`config.mk`:
```
export PLATFORM = sky130hd
export DESIGN_NAME = conv_seq_ctrl
export DESIGN_NICKNAME = d
export VERILOG_FILES = /design/src/rtl/conv_seq_ctrl.sv
export SDC_FILE = /design/constraint.sdc
export NUM_CORES = 1
export LEC_CHECK = 0
export ABC_AREA = 1
export CORE_MARGIN = 2
export CORE_UTILIZATION = 58
export CTS_CLUSTER_DIAMETER = 150
export DETAILED_ROUTE_END_ITERATION = 8
export PLACE_DENSITY = 0.93
export REMOVE_ABC_BUFFERS = 1
export SLEW_MARGIN = 20
export SYNTH_ARGS = -nofsm -noshare
export SYNTH_HDL_FRONTEND = slang
export SYNTH_SLANG_ARGS = --single-unit
```
`constraint.sdc`:
```
create_clock -name clk -period 3.3 [get_ports clk]
set_clock_uncertainty 0.1 [all_clocks]
set_input_delay 0.66 -clock clk [delete_from_list [all_inputs] [get_ports clk]]
set_output_delay 0.66 -clock clk [all_outputs]
set_load 0.1 [all_outputs]
```
`src/rtl/conv_seq_ctrl.sv`:
```
// Sequencer for the 1-D convolution engine: loads x/f memories, issues MAC reads, streams y results.
// Optional FILTER_REUSE_EN keeps the filter taps loaded after the first frame until reset.
module conv_seq_ctrl #(
   parameter int N    = 128,
   parameter int M    = 32,
   parameter int LOGN = 7,
   parameter int LOGM = 5
) (
   input  logic            clk,
   input  logic            reset,
   input  logic            s_valid_x,
   output logic            s_ready_x,
   input  logic            s_valid_f,
   output logic            s_ready_f,
   output logic            x_wr_en,
   output logic [LOGN-1:0] x_addr,
   output logic            f_wr_en,
   output logic [LOGM-1:0] f_addr,
   output logic            acc_clr,
   output logic            acc_en,
   output logic            m_valid_y,
   input  logic            m_ready_y,
   output logic            frame_done,
   output logic            busy
);

   typedef enum logic [1:0] {LOAD, MAC, DRAIN, OUT} state_t;

   localparam logic [LOGN:0]   X_FULL    = (LOGN+1)'(N);
   localparam logic [LOGM:0]   F_FULL    = (LOGM+1)'(M);
   localparam logic [LOGN-1:0] LAST_BASE = LOGN'(N - M);
   localparam logic [LOGM-1:0] K_LAST    = LOGM'(M - 1);

   state_t          state, state_nxt;
   logic [LOGN:0]   xcnt, xcnt_nxt;
   logic [LOGM:0]   fcnt, fcnt_nxt;
   logic [LOGN-1:0] base, base_nxt;
   logic [LOGM-1:0] k, k_nxt;
   logic            acc_en_q;
   logic            frame_done_nxt;

   always_ff @(posedge clk) begin
      if (reset) begin
         state      <= LOAD;
         xcnt       <= '0;
         fcnt       <= '0;
         base       <= '0;
         k          <= '0;
         acc_en_q   <= 1'b0;
         frame_done <= 1'b0;
      end else begin
         state      <= state_nxt;
         xcnt       <= xcnt_nxt;
         fcnt       <= fcnt_nxt;
         base       <= base_nxt;
         k          <= k_nxt;
         // A read issued in MAC this cycle has its data on the memory outputs next cycle
         acc_en_q   <= (state == MAC);
         frame_done <= frame_done_nxt;
      end
   end

   always_comb begin
      state_nxt      = state;
      xcnt_nxt       = xcnt;
      fcnt_nxt       = fcnt;
      base_nxt       = base;
      k_nxt          = k;
      frame_done_nxt = 1'b0;
      s_ready_x      = 1'b0;
      s_ready_f      = 1'b0;
      x_wr_en        = 1'b0;
      f_wr_en        = 1'b0;
      x_addr         = base + LOGN'(k);
      f_addr         = k;
      acc_clr        = 1'b0;
      acc_en         = 1'b0;
      m_valid_y      = 1'b0;

      case (state)
         LOAD: begin
            s_ready_x = (xcnt < X_FULL);
            x_wr_en   = s_valid_x & s_ready_x;
            x_addr    = xcnt[LOGN-1:0];
            s_ready_f = (fcnt < F_FULL);
            f_wr_en   = s_valid_f & s_ready_f;
            f_addr    = fcnt[LOGM-1:0];
            if (x_wr_en) xcnt_nxt = xcnt + 1'b1;
            if (f_wr_en) fcnt_nxt = fcnt + 1'b1;
            if ((xcnt == X_FULL) && (fcnt == F_FULL)) begin
               state_nxt = MAC;
               base_nxt  = '0;
               k_nxt     = '0;
            end
         end

         MAC: begin
            acc_clr = (k == '0);
            acc_en  = acc_en_q;
            if (k == K_LAST) state_nxt = DRAIN;
            else             k_nxt     = k + 1'b1;
         end

         DRAIN: begin
            acc_en    = 1'b1;
            state_nxt = OUT;
         end

         OUT: begin
            m_valid_y = 1'b1;
            if (m_ready_y) begin
               k_nxt = '0;
               if (base == LAST_BASE) begin
                  state_nxt      = LOAD;
                  frame_done_nxt = 1'b1;
                  xcnt_nxt       = '0;
                  base_nxt       = '0;
`ifdef FILTER_REUSE_EN
                  fcnt_nxt       = fcnt;
`else
                  fcnt_nxt       = '0;
`endif
               end else begin
                  base_nxt  = base + 1'b1;
                  state_nxt = MAC;
               end
            end
         end

         default: state_nxt = LOAD;
      endcase
   end

   assign busy = (state != LOAD);

endmodule
```
Word level (Yosys, flattened, before mapping)
Index checks and enable logic that the tools add are counted.
- latch bits: 0
- RAM bits: 0
- bits in registers: 30
- memories: 0
- bits in read-only memories: 0
- bits of input ports: 5
- word-level logic and storage cells: 75
- shift operators: 0
- add/subtract/negate cells: 5
- muxes and demuxes: 31
- bitwise gates (word level): 4
- magnitude comparators: 2
- multipliers: 0
- reduce and logical (&&, ||, !) cells: 12
- equal/unequal tests: 14
- divide/modulo/power cells: 0
- operator list (kind ; count):
    $mux 7 ; 4
    $mux 8 ; 3
    $mux 5 ; 4
    $mux 6 ; 3
    $pmux 8 s2 ; 1
    $pmux 5 s3 ; 1
    $pmux 7 s2 ; 1
    $ne 2x2->1 const B ; 6
    $pmux 6 s2 ; 1
    $reduce_and 4->1 ; 3
    $add 8x1->8 const B ; 1
    $eq 8x8->1 const B ; 1
    $lt 8x8->1 const B ; 1
    $mux 1 ; 8
    $pmux 2 s4 ; 1
    $add 7x1->7 const B ; 1
    $add 7x5->7 ; 1
    $eq 7x7->1 const B ; 1
    $add 6x1->6 const B ; 1
    $eq 6x6->1 const B ; 1
    $lt 6x6->1 const B ; 1
    $mux 2 ; 3
    $reduce_and 3->1 ; 2
    $add 5x1->5 const B ; 1
    other kinds (13) ; 17

Logic depth before layout (Yosys ltp)
Gate-level depths: netlist of the first run.
- depth after elaboration: 4
- mapped depth: 11

Least setup slack after synthesis of the first run
OpenSTA, ideal clock, no wires.
- path kind: flip-flop to output port
- start: register state[0]
- end: output f_addr[2]
- setup slack: -1.215 ns
- path buffers: 2
- stages on the path, launching flop included: 7
- arrival: 3.755 ns
- cells stage by stage: dfxtp_1 > inv_1 > ha_1 > inv_1 > buf_6 > clkbuf_1 > o21ai_0
- longest elaborated chain between the ends: 2
- RTL lines (item ; RTL line ; source):
    start, declared ; 34 ; state_t state, state_nxt;
    start signal, assigned ; 52 ; state <= state_nxt;
    $logic_not 2->1 ; 80 ; case (state)
    $mux 5 ; 80 ;
    end, declared ; 18 ; output logic [LOGM-1:0] f_addr,
No other way between the ends.

Worst setup path after layout of the first run
- start: register state[0]
- end: output f_wr_en
- longest elaborated chain between the ends: 2
- RTL lines (item ; RTL line ; source):
    $logic_not 2->1 ; 80 ;
    $mux 1 ; 80 ;
    end, declared ; 17 ; output logic f_wr_en,
No other way between the ends.

==> results.json, run 1 <==
{
  "status": "complete, no violations",
  "min_period_ns": 3.13,
  "synthTopCellsByCount": "83 x nand2_1, 50 x nor2_1, 39 x inv_1",
  "clk_pin_slew_ns": 0.07,
  "path_class": "reg2out",
  "drive_gt1_share_pct": 12.8,
  "clk_latency_ns": 0.29,
  "final_max_slew_viol_count": 0,
  "synthAdderAreaFrac_pct": 10.8,
  "setup_viol": 0,
  "synth_top_flop_cell": "dfxtp_1",
  "drtPass1Iterations": 5,
  "grt.total_usage_pct": 29.7,
  "synth_edf_count": 0,
  "first_global_vias": 2263,
  "post_synth.cell_area_avg_um2": 6.39,
  "start_kind": "flip-flop",
  "syn_inst": 357,
  "tightestPinTransition_ns": 0.615,
  "num_antenna_cells": 0,
  "fin_util_pct": 73.7,
  "synth-seq-cells": 30,
  "synth_top_family_by_area": "simple AND/OR/NAND/NOR gates",
  "port-buffer-count": 25,
  "cts_resized": 0,
  "first_iter_violations": 298,
  "ys_async_sr_fraction_pct": 0,
  "drc": 0,
  "peakVddDrop_uv": 992,
  "yosysTopAreaCellShare_pct": 26.3,
  "max_freq_mhz": 320,
  "synthXorXnorAreaFrac_pct": 2.30,
  "cts_max_level": 2,
  "gp_congestion": 0.911,
  "cp_max_fo": 20,
  "synth_top_area_cell": "dfxtp_1",
  "die_h_um": 66.7,
  "arrival_ns": 2.37,
  "grt_first_pass_wirelength_um": 10100,
  "area.growth.synth_to_final_pct": 20.1,
  "synth_compound_area_share_pct": 11.1,
  "cts_root_buffer": "clkbuf_8",
  "initial_core_util_pct": 61.4,
  "die-area_um2": 4450,
  "ys_types": 32,
  "min_path_type": "reg2reg",
  "yosys.area_share.simple_pct": 39.6,
  "seq_area_frac_synth_pct": 26.3,
  "power_density_nw_per_um2": 936,
  "setup-tns-final_ns": 0,
  "die_w_um": 66.7,
  "row_count": 22,
  "yosys-top-cells-area": "dfxtp_1 26%, nand2_1 14%, ha_1 9.9%",
  "vias": 2486,
  "drv_cap": 0,
  "grt_overflow": 0,
  "p_leak_nw": 1.23,
  "max_slew_margin_pct": 59.0,
  "yosysWarnings": 0,
  "fin_crit_sh_pct": 94.7,
  "required_ns": 2.54,
  "wirelength_um": 6080,
  "clockBufferDepth": 2,
  "hold_viol": 0,
  "numCtsBuffers": 5,
  "synthMuxAreaShare_pct": 0,
  "viasPerCell": 5.78,
  "antenna_found_initial": 0,
  "cts.sinks": 30,
  "grt_max_degree": 21,
  "final_nets": 405,
  "ant_nets": 0,
  "ios": 26,
  "end_kind": "primary output",
  "grt_setup_unrepaired": "yes",
  "synthesis.area_um2": 2280,
  "yosysMostFrequentCell": "nand2_1",
  "drt-wirelength-per-cell_um": 14.1,
  "hpwl_um": 4260,
  "cts_setup_buffers": 0,
  "cts_tree": "done",
  "postCtsHoldBufs": 0,
  "core-area_um2": 3720
}
==> sequential cells by signal (all words and copies together) (netlist names) <==
| register | count |
|---|---|
| acc_en_q | 1 |
| base | 7 |
| fcnt | 6 |
| frame_done | 1 |
| k | 5 |
| state | 2 |
| xcnt | 8 |
==> path summary, 6_finish.rpt <==
kind	endpoint	cells after the start	slack (ns)	start
max	f_wr_en	7	0.17	state[0]
min	xcnt[6]	2	0.39	xcnt[6]
max reg2reg	fcnt[3]	10	0.82	state[0]
min reg2reg	xcnt[6]	2	0.39	xcnt[6]
==> per-layer routing <==
metal  global-route usage (%)  share of wire, %
met2                     50.2                47
met3                     5.91               8.8
met4                     12.2               2.2
met1                     36.4                42
met5                        0                 0
==> report_power, final <==
| group | internal (mW) | switching [mW] |
|---|---|---|
| registers | 0.421 | 0.0776 |
| clock network | 0.211 | 0.149 |
| logic | 0.453 | 1.25 |
==> area by class of cell <==
type	instances	area, um^2
well taps	48	60.1
fillers	283	976
multi-input cells	274	1450
clock buffers	8	110
flip-flops and latches	30	601
repair buffers	28	358
inverters	42	158
==> metrics by stage <==
stage	hold slack, ns	instances	power [mW]	instance area, um^2	setup WS (ns)
after floorplan	0.353	346	1.72	2210	-1.30
after global placement	0.372	422	2.15	2630	0.661
after detailed placement	0.377	422	2.18	2630	0.561
after CTS	0.387	430	2.55	2740	0.215
after global routing	0.414	430	2.70	2740	-0.0536
final	0.389	430	2.56	2740	0.175
==> critical path: stages (launching register included) <==
cell and delay, ns:
dfxtp_1 0.33, inv_1 0.14, ha_1 0.47, inv_1 0.38, nor2_1 0.31, nand2_1 0.15
inv_1 0.12, buf_12 0.18
==> logic make-up after synthesis <==
family,after synthesis
simple gates,200
flops,30
fa+ha+maj,19
buf+inv,53
compound gates,49
xor+xnor,6
==> cell usage in the layout, fill, tap and decap left out, drive strengths merged <==
cell | Yosys | final
o211ai | 1 | 1
xor2 | 5 | 5
nor3 | 2 | 2
or2 | 3 | 3
nor3b | 3 | 3
nand3 | 41 | 41
buf | 7 | 24
nand2 | 87 | 87
nor4 | 1 | 1
clkdlybuf4s50 | 0 | 4
nand3b | 2 | 2
dfxtp | 30 | 30
fa | 1 | 1
inv | 42 | 42
a21oi | 25 | 25
o21ai | 22 | 22
nand4 | 9 | 9
nor2 | 52 | 52
ha | 18 | 18
a21o | 1 | 1
xnor2 | 1 | 1
clkbuf | 4 | 8
(Power assumes the default switching activity.)
==> run 2: changes to the inputs <==
--- a/config.mk
+++ b/config.mk
@@ -9,6 +9,7 @@
 export CORE_MARGIN = 2
 export CORE_UTILIZATION = 58
 export CTS_CLUSTER_DIAMETER = 150
+export CTS_CLUSTER_SIZE = 25
 export DETAILED_ROUTE_END_ITERATION = 8
 export PLACE_DENSITY = 0.93
 export REMOVE_ABC_BUFFERS = 1
==> results of run 2 <==
The final DEF is identical to that of run 1; final timing and power are the same.
==> RTL change 1 (flow settings as in run 2) <==
Compare `xcnt` against `X_FULL` with >= in place of ==.
--- a/src/rtl/conv_seq_ctrl.sv
+++ b/src/rtl/conv_seq_ctrl.sv
@@ -87,7 +87,7 @@
             f_addr    = fcnt[LOGM-1:0];
             if (x_wr_en) xcnt_nxt = xcnt + 1'b1;
             if (f_wr_en) fcnt_nxt = fcnt + 1'b1;
-            if ((xcnt == X_FULL) && (fcnt == F_FULL)) begin
+            if ((xcnt >= X_FULL) && (fcnt == F_FULL)) begin
                state_nxt = MAC;
                base_nxt  = '0;
                k_nxt     = '0;
Check against the original RTL: same outputs for any inputs over 10 cycles, from zero or initial values and one cycle with reset high; that may be too few to reach the edited logic, so the function may still have changed.
==> RTL change 1 against run 2 <==
Cell count up 1.2%. Routed wire length down 6.1%. Synthesized cell count up 1.1%. Area after synthesis up 0.82%. Sequential cell count unchanged. Design area down 0.55%. Worst setup slack better by 0.21 ns. Global-route usage down 1.6 points. Fmax up 7.4%. Worst hold slack better by 0.036 ns.
Power is left out: it rests on default switching activity, and per cell area and clock period it moved more than threefold.
==> RTL change 1: results (changes against run 2) <==
* Max FFs per register at 8 (unchanged)
* CTS root buf: clkbuf_8 (unchanged)
* Antenna violations before repair at 0 (unchanged)
* Synth Area in Compound Gates at 10.9% (was 11.1%)
* Post_cts resized at 0 (unchanged)
* Top flop regs: xcnt (8), base (7), fcnt (6) (unchanged)
* Antenna fix cells at 0 (unchanged)
* Max layer used: met4 (unchanged)
* Ys async rst share at 0% (unchanged)
* Actual slew at the worst max-slew pin at 0.555 ns (was 0.615 ns)
* Top_reg_cell synth: dfxtp_1 (unchanged)
* Run status: complete, no violations (unchanged)
* Final hold viol count at 0 (unchanged)
* M1 WL at 2380 um (was 2530 um)
* Worst path arrival time at 2.15 ns (was 2.37 ns)
* TritonCTS buffer count at 5 (unchanged)
* Routed wire length on met2 at 2790 um (was 2880 um)
* Sequential area share after synthesis at 26.1% (was 26.3%)
* Clock-pin slew on the worst setup and hold paths at roughly 0.06 ns
* Placed wire-length estimate at 4170 um (was 4260 um)
* Final net count at 410 (was 405)
* Synth area leaders: dfxtp_1 (26%), nand2_1 (17%), ha_1 (9.8%) (was dfxtp_1 (26%), nand2_1 (14%), ha_1 (9.9%))
* # port buffers at 25 (unchanged)
* Met3 wire length at 436 um (was 538 um)
* Largest net degree at the start of global routing at 19 (was 21)
* Mux cell area share after synthesis at 0.435% (was 0%)
* DR iter-0 viols at 194 (was 298)
* Clock Tree Buf Depth at 2 (unchanged)
* Tcrit/Tclk final at 88.2% (was 94.7%)
* Placed Instance Area at 0.00263 mm2 (about the same)
* Vias at 2435 (was 2486)
* CP Max Fanout at 18 (was 20)
* Number of max-cap violations at 0 (unchanged)
* Htree depth at 2 (unchanged)
* Fill count at 301 (was 283)
* Class of the worst hold path: flip-flop to flip-flop (unchanged)
* Netlist cell types at 31 (was 32)
* 1st-pass router iterations at 7 (was 5)
* First-pass GRT wire length at 9580 um (was 10100 um)
* Clock latency on the worst-skew pair at 0.29 ns (about the same)
* Total GRT Usage at 28.1% (was 29.7%)
* Share of cells above drive strength 1 at 13.4% (was 12.8%)
* R2r setup slk at 1.10 ns (was 0.82 ns)
* Synth top cells by count: nand2_1 (104), inv_1 (40), nor2_1 (38) (was nand2_1 (83), nor2_1 (50), inv_1 (39))
* Number of global-route vias before repair at 2142 (was 2263)
* Synth Area in Adders at 10.7% (was 10.8%)
* Final WL at 5710 um (was 6080 um)
* Gpl congestion at 0.913 (was 0.911)
* Syn. warnings at 0 (unchanged)
* Area share of xor/xnor cells in the synthesized design at 2.29% (was 2.30%)
* Number of post-CTS setup repair buffers at 0 (unchanged)
* Biggest register: xcnt (unchanged)
[RTL change 1: kinds of logic after synthesis]
kind of cell / Yosys count
mux: 1
flops: 30
compound gates: 48
simple gates: 204
xor+xnor: 6
buf+inv: 53
fa+ha+maj: 19
[RTL change 1: metal layers]
metal / global-route usage [%] / up-vias
met3: 5.57 / 17
li1: - / 1209
met5: 0 / -
met2: 48.0 / 110
met1: 35.3 / 1099
met4: 8.67 / 0
[RTL change 1: final timing paths]
kind | start | end | depth (start not counted)
setup / recovery | state[0]$_SDFFE_PP0P_ | x_addr[1] | 5
setup reg to reg | state[0]$_SDFFE_PP0P_ | base[6]$_SDFFE_PP0P_ | 8
hold / removal | xcnt[6]$_SDFFE_PP0P_ | xcnt[6]$_SDFFE_PP0P_ | 2
hold reg to reg | xcnt[6]$_SDFFE_PP0P_ | xcnt[6]$_SDFFE_PP0P_ | 2
[RTL change 1: layout make-up]
type	count	area [um2]	share of cell area [%]
Inverter	44	165	6.06
Clock inverter	1	5.00	0.184
Sequential cell	30	601	22.0
Tap cell	48	60.1	2.20
Clock buffer	7	86.3	3.17
Multi-Input combinational cell	278	1500	54.9
Timing Repair Buffer	27	313	11.5
[RTL change 1: worst max-delay path: stages, from the launching register on]
cell and delay (ns):
dfxtp_1 0.35, inv_1 0.11, ha_1 0.50, inv_2 0.29, o21ai_0 0.38, buf_12 0.22
[RTL change 1: stage by stage]
stage               util (%)  worst slack (ns)  std cells  hold WS (ns)
floorplan                  -            -0.889        352         0.378
global placement        70.4             0.826        427         0.405
detailed placement      70.4             0.739        427         0.414
CTS                     72.8             0.424        435         0.424
global route            72.8             0.224        435         0.462
finish                  72.8             0.389        435         0.424
==> RTL change 2 (config.mk and constraints of run 2) <==
Made on the original files. Build with the macro `FILTER_REUSE_EN` defined.
--- a/src/rtl/conv_seq_ctrl.sv
+++ b/src/rtl/conv_seq_ctrl.sv
@@ -1,5 +1,7 @@
 // Sequencer for the 1-D convolution engine: loads x/f memories, issues MAC reads, streams y results.
 // Optional FILTER_REUSE_EN keeps the filter taps loaded after the first frame until reset.
+`define FILTER_REUSE_EN
+
 module conv_seq_ctrl #(
    parameter int N    = 128,
    parameter int M    = 32,
Check against the original RTL: same outputs for any inputs over 10 cycles, from zero or initial values and one cycle with reset high; that may be too few to reach the edited logic, so the function may still have changed.
==> RTL change 2 against run 2 <==
Sequential cell count did not move. Combinational power fell by 11%. Routed wire length fell by 13%. Via count fell by 5.2%. Synthesized cell count fell by 1.7%. First-iteration DRC count fell by 32%. Fmax rose by 5.0%. Sequential power fell by 3%. Worst setup slack improved by 0.15 ns. Area after synthesis fell by 4.8%. Total power fell by 10%. Design area fell by 7.8%.
==> RTL change 2: results (changes against run 2) <==
* Antenna violations before repair at 0 (unchanged)
* Synth area leaders: dfxtp_1 (28%), nand2_1 (15%), ha_1 (10%) (was dfxtp_1 (26%), nand2_1 (14%), ha_1 (9.9%))
* Layout Cells excl Fill at 424 (was 430)
* Fill count at 339 (was 283)
* Non-clk invs at 49 (was 42)
* Fraction of area in multi-input gates at 53.4% (was 53.1%)
* Leak Pwr at 1.18 nW (was 1.23 nW)
* Gpl congestion at 0.953 (was 0.911)
* Dpl ws at 0.632 ns (was 0.561 ns)
* Critical path's slowest cell: dfxtp_1 (was ha_1)
* Placed Instance Area at 0.00244 mm2 (was 0.00263 mm2)
* Post-Synthesis Cells at 351 (was 357)
* Psw at 0.00138 W (was 0.00148 W)
* ClkCell Share at 3.27% (was 4.02%)
* Met3 usage at 6.68% (was 5.91%)
* Final hold slack at 0.401 ns (was 0.389 ns)
* CP max stage delay at 0.38 ns (was 0.47 ns)
* Seq group at 0.000482 W (was 0.000498 W)
* Clock-net power at 0.000296 W (was 0.000359 W)
* Vias at 2357 (was 2486)
* Largest net degree at the start of global routing at 22 (was 21)
* Placed wire-length estimate at 3940 um (was 4260 um)
* Final non-clock buffer share at 9.91% (was 13.1%)
* CLK BUF at 6 (was 8)
* Synth top cells by count: nand2_1 (89), nor2_1 (48), inv_1 (42) (was nand2_1 (83), nor2_1 (50), inv_1 (39))
* Share of cells above drive strength 1 at 11.2% (was 12.8%)
* Met2 Use GR at 47.2% (was 50.2%)
* Grt met1 use at 35.0% (was 36.4%)
* Netlist cell types at 27 (was 32)
* Layout area overhead at 16.3% (was 20.1%)
* M1 WL at 2250 um (was 2530 um)
* Top flop regs: xcnt (8), base (7), fcnt (6) (unchanged)
* Routed wire length on met2 at 2490 um (was 2880 um)
* First-pass GRT wire length at 9420 um (was 10100 um)
* Max_slew headroom at 67.5% (was 59.0%)
* Met3 wire length at 425 um (was 538 um)
* Tmin final at 2.98 ns (was 3.13 ns)
* 1st-pass router iterations at 5 (unchanged)
* Top_reg_cell synth: dfxtp_1 (unchanged)
* Crit path max-delay family: adder cells (was buffers and inverters)
* CP Max Fanout at 7 (was 20)
* # port buffers at 25 (unchanged)
* Post_cts resized at 0 (unchanged)
* Number of global-route vias before repair at 2173 (was 2263)
* Seq area share at 23.8% (was 21.9%)
* Non-CTS buffers at 27 (was 28)
* Core area at 0.00363 mm2 (was 0.00372 mm2)
* Run status: complete, no violations (unchanged)
* Final net count at 401 (was 405)
* Class of the worst hold path: flip-flop to flip-flop (unchanged)
* Worst VDD drop at 0.685 mV (was 0.992 mV)
* R2r setup slk at 1.10 ns (was 0.82 ns)
* Routed length per placed instance at 12.5 um (was 14.1 um)
* DR iter-0 viols at 203 (was 298)
* Sequential area share after synthesis at 27.6% (was 26.3%)
* P_comb at 0.00153 W (was 0.00171 W)
* Multi-In Gates at 264 (was 274)
* Total GRT Usage at 28.2% (was 29.7%)
* Slew Limit Fails at 0 (unchanged)
[RTL change 2: changes by cell type after synthesis, moves of 2 or more]
cell / change
nor2_1: -2
xor2_1: -4
nand3_1: +2
a21oi_1: -4
inv_1: +3
nand3_2: -2
nand2_1: +6
buf_2: +3
nor3b_1: -2
inv_2: +3
o21bai_1: +2
buf_4: -4
nor3_1: +2
[RTL change 2: final timing paths]
check                               to  cells past startpoint             startpoint
setup reg to reg  xcnt[3]$_SDFFE_PP0P_                     10  state[0]$_SDFFE_PP0P_
hold reg to reg   xcnt[6]$_SDFFE_PP0P_                      2   xcnt[6]$_SDFFE_PP0P_
setup / recovery             x_addr[6]                     12   base[0]$_SDFFE_PP0P_
hold / removal    xcnt[6]$_SDFFE_PP0P_                      2   xcnt[6]$_SDFFE_PP0P_
[RTL change 2: cell families after synthesis]
family,share of synthesized area (%)
and+or+nand+nor,39.3
buffers and inverters,10.3
AOI/OAI and AO/OA,10.7
DFF,27.6
adders and majority gates,11.3
xor gates and xnor gates,0.807
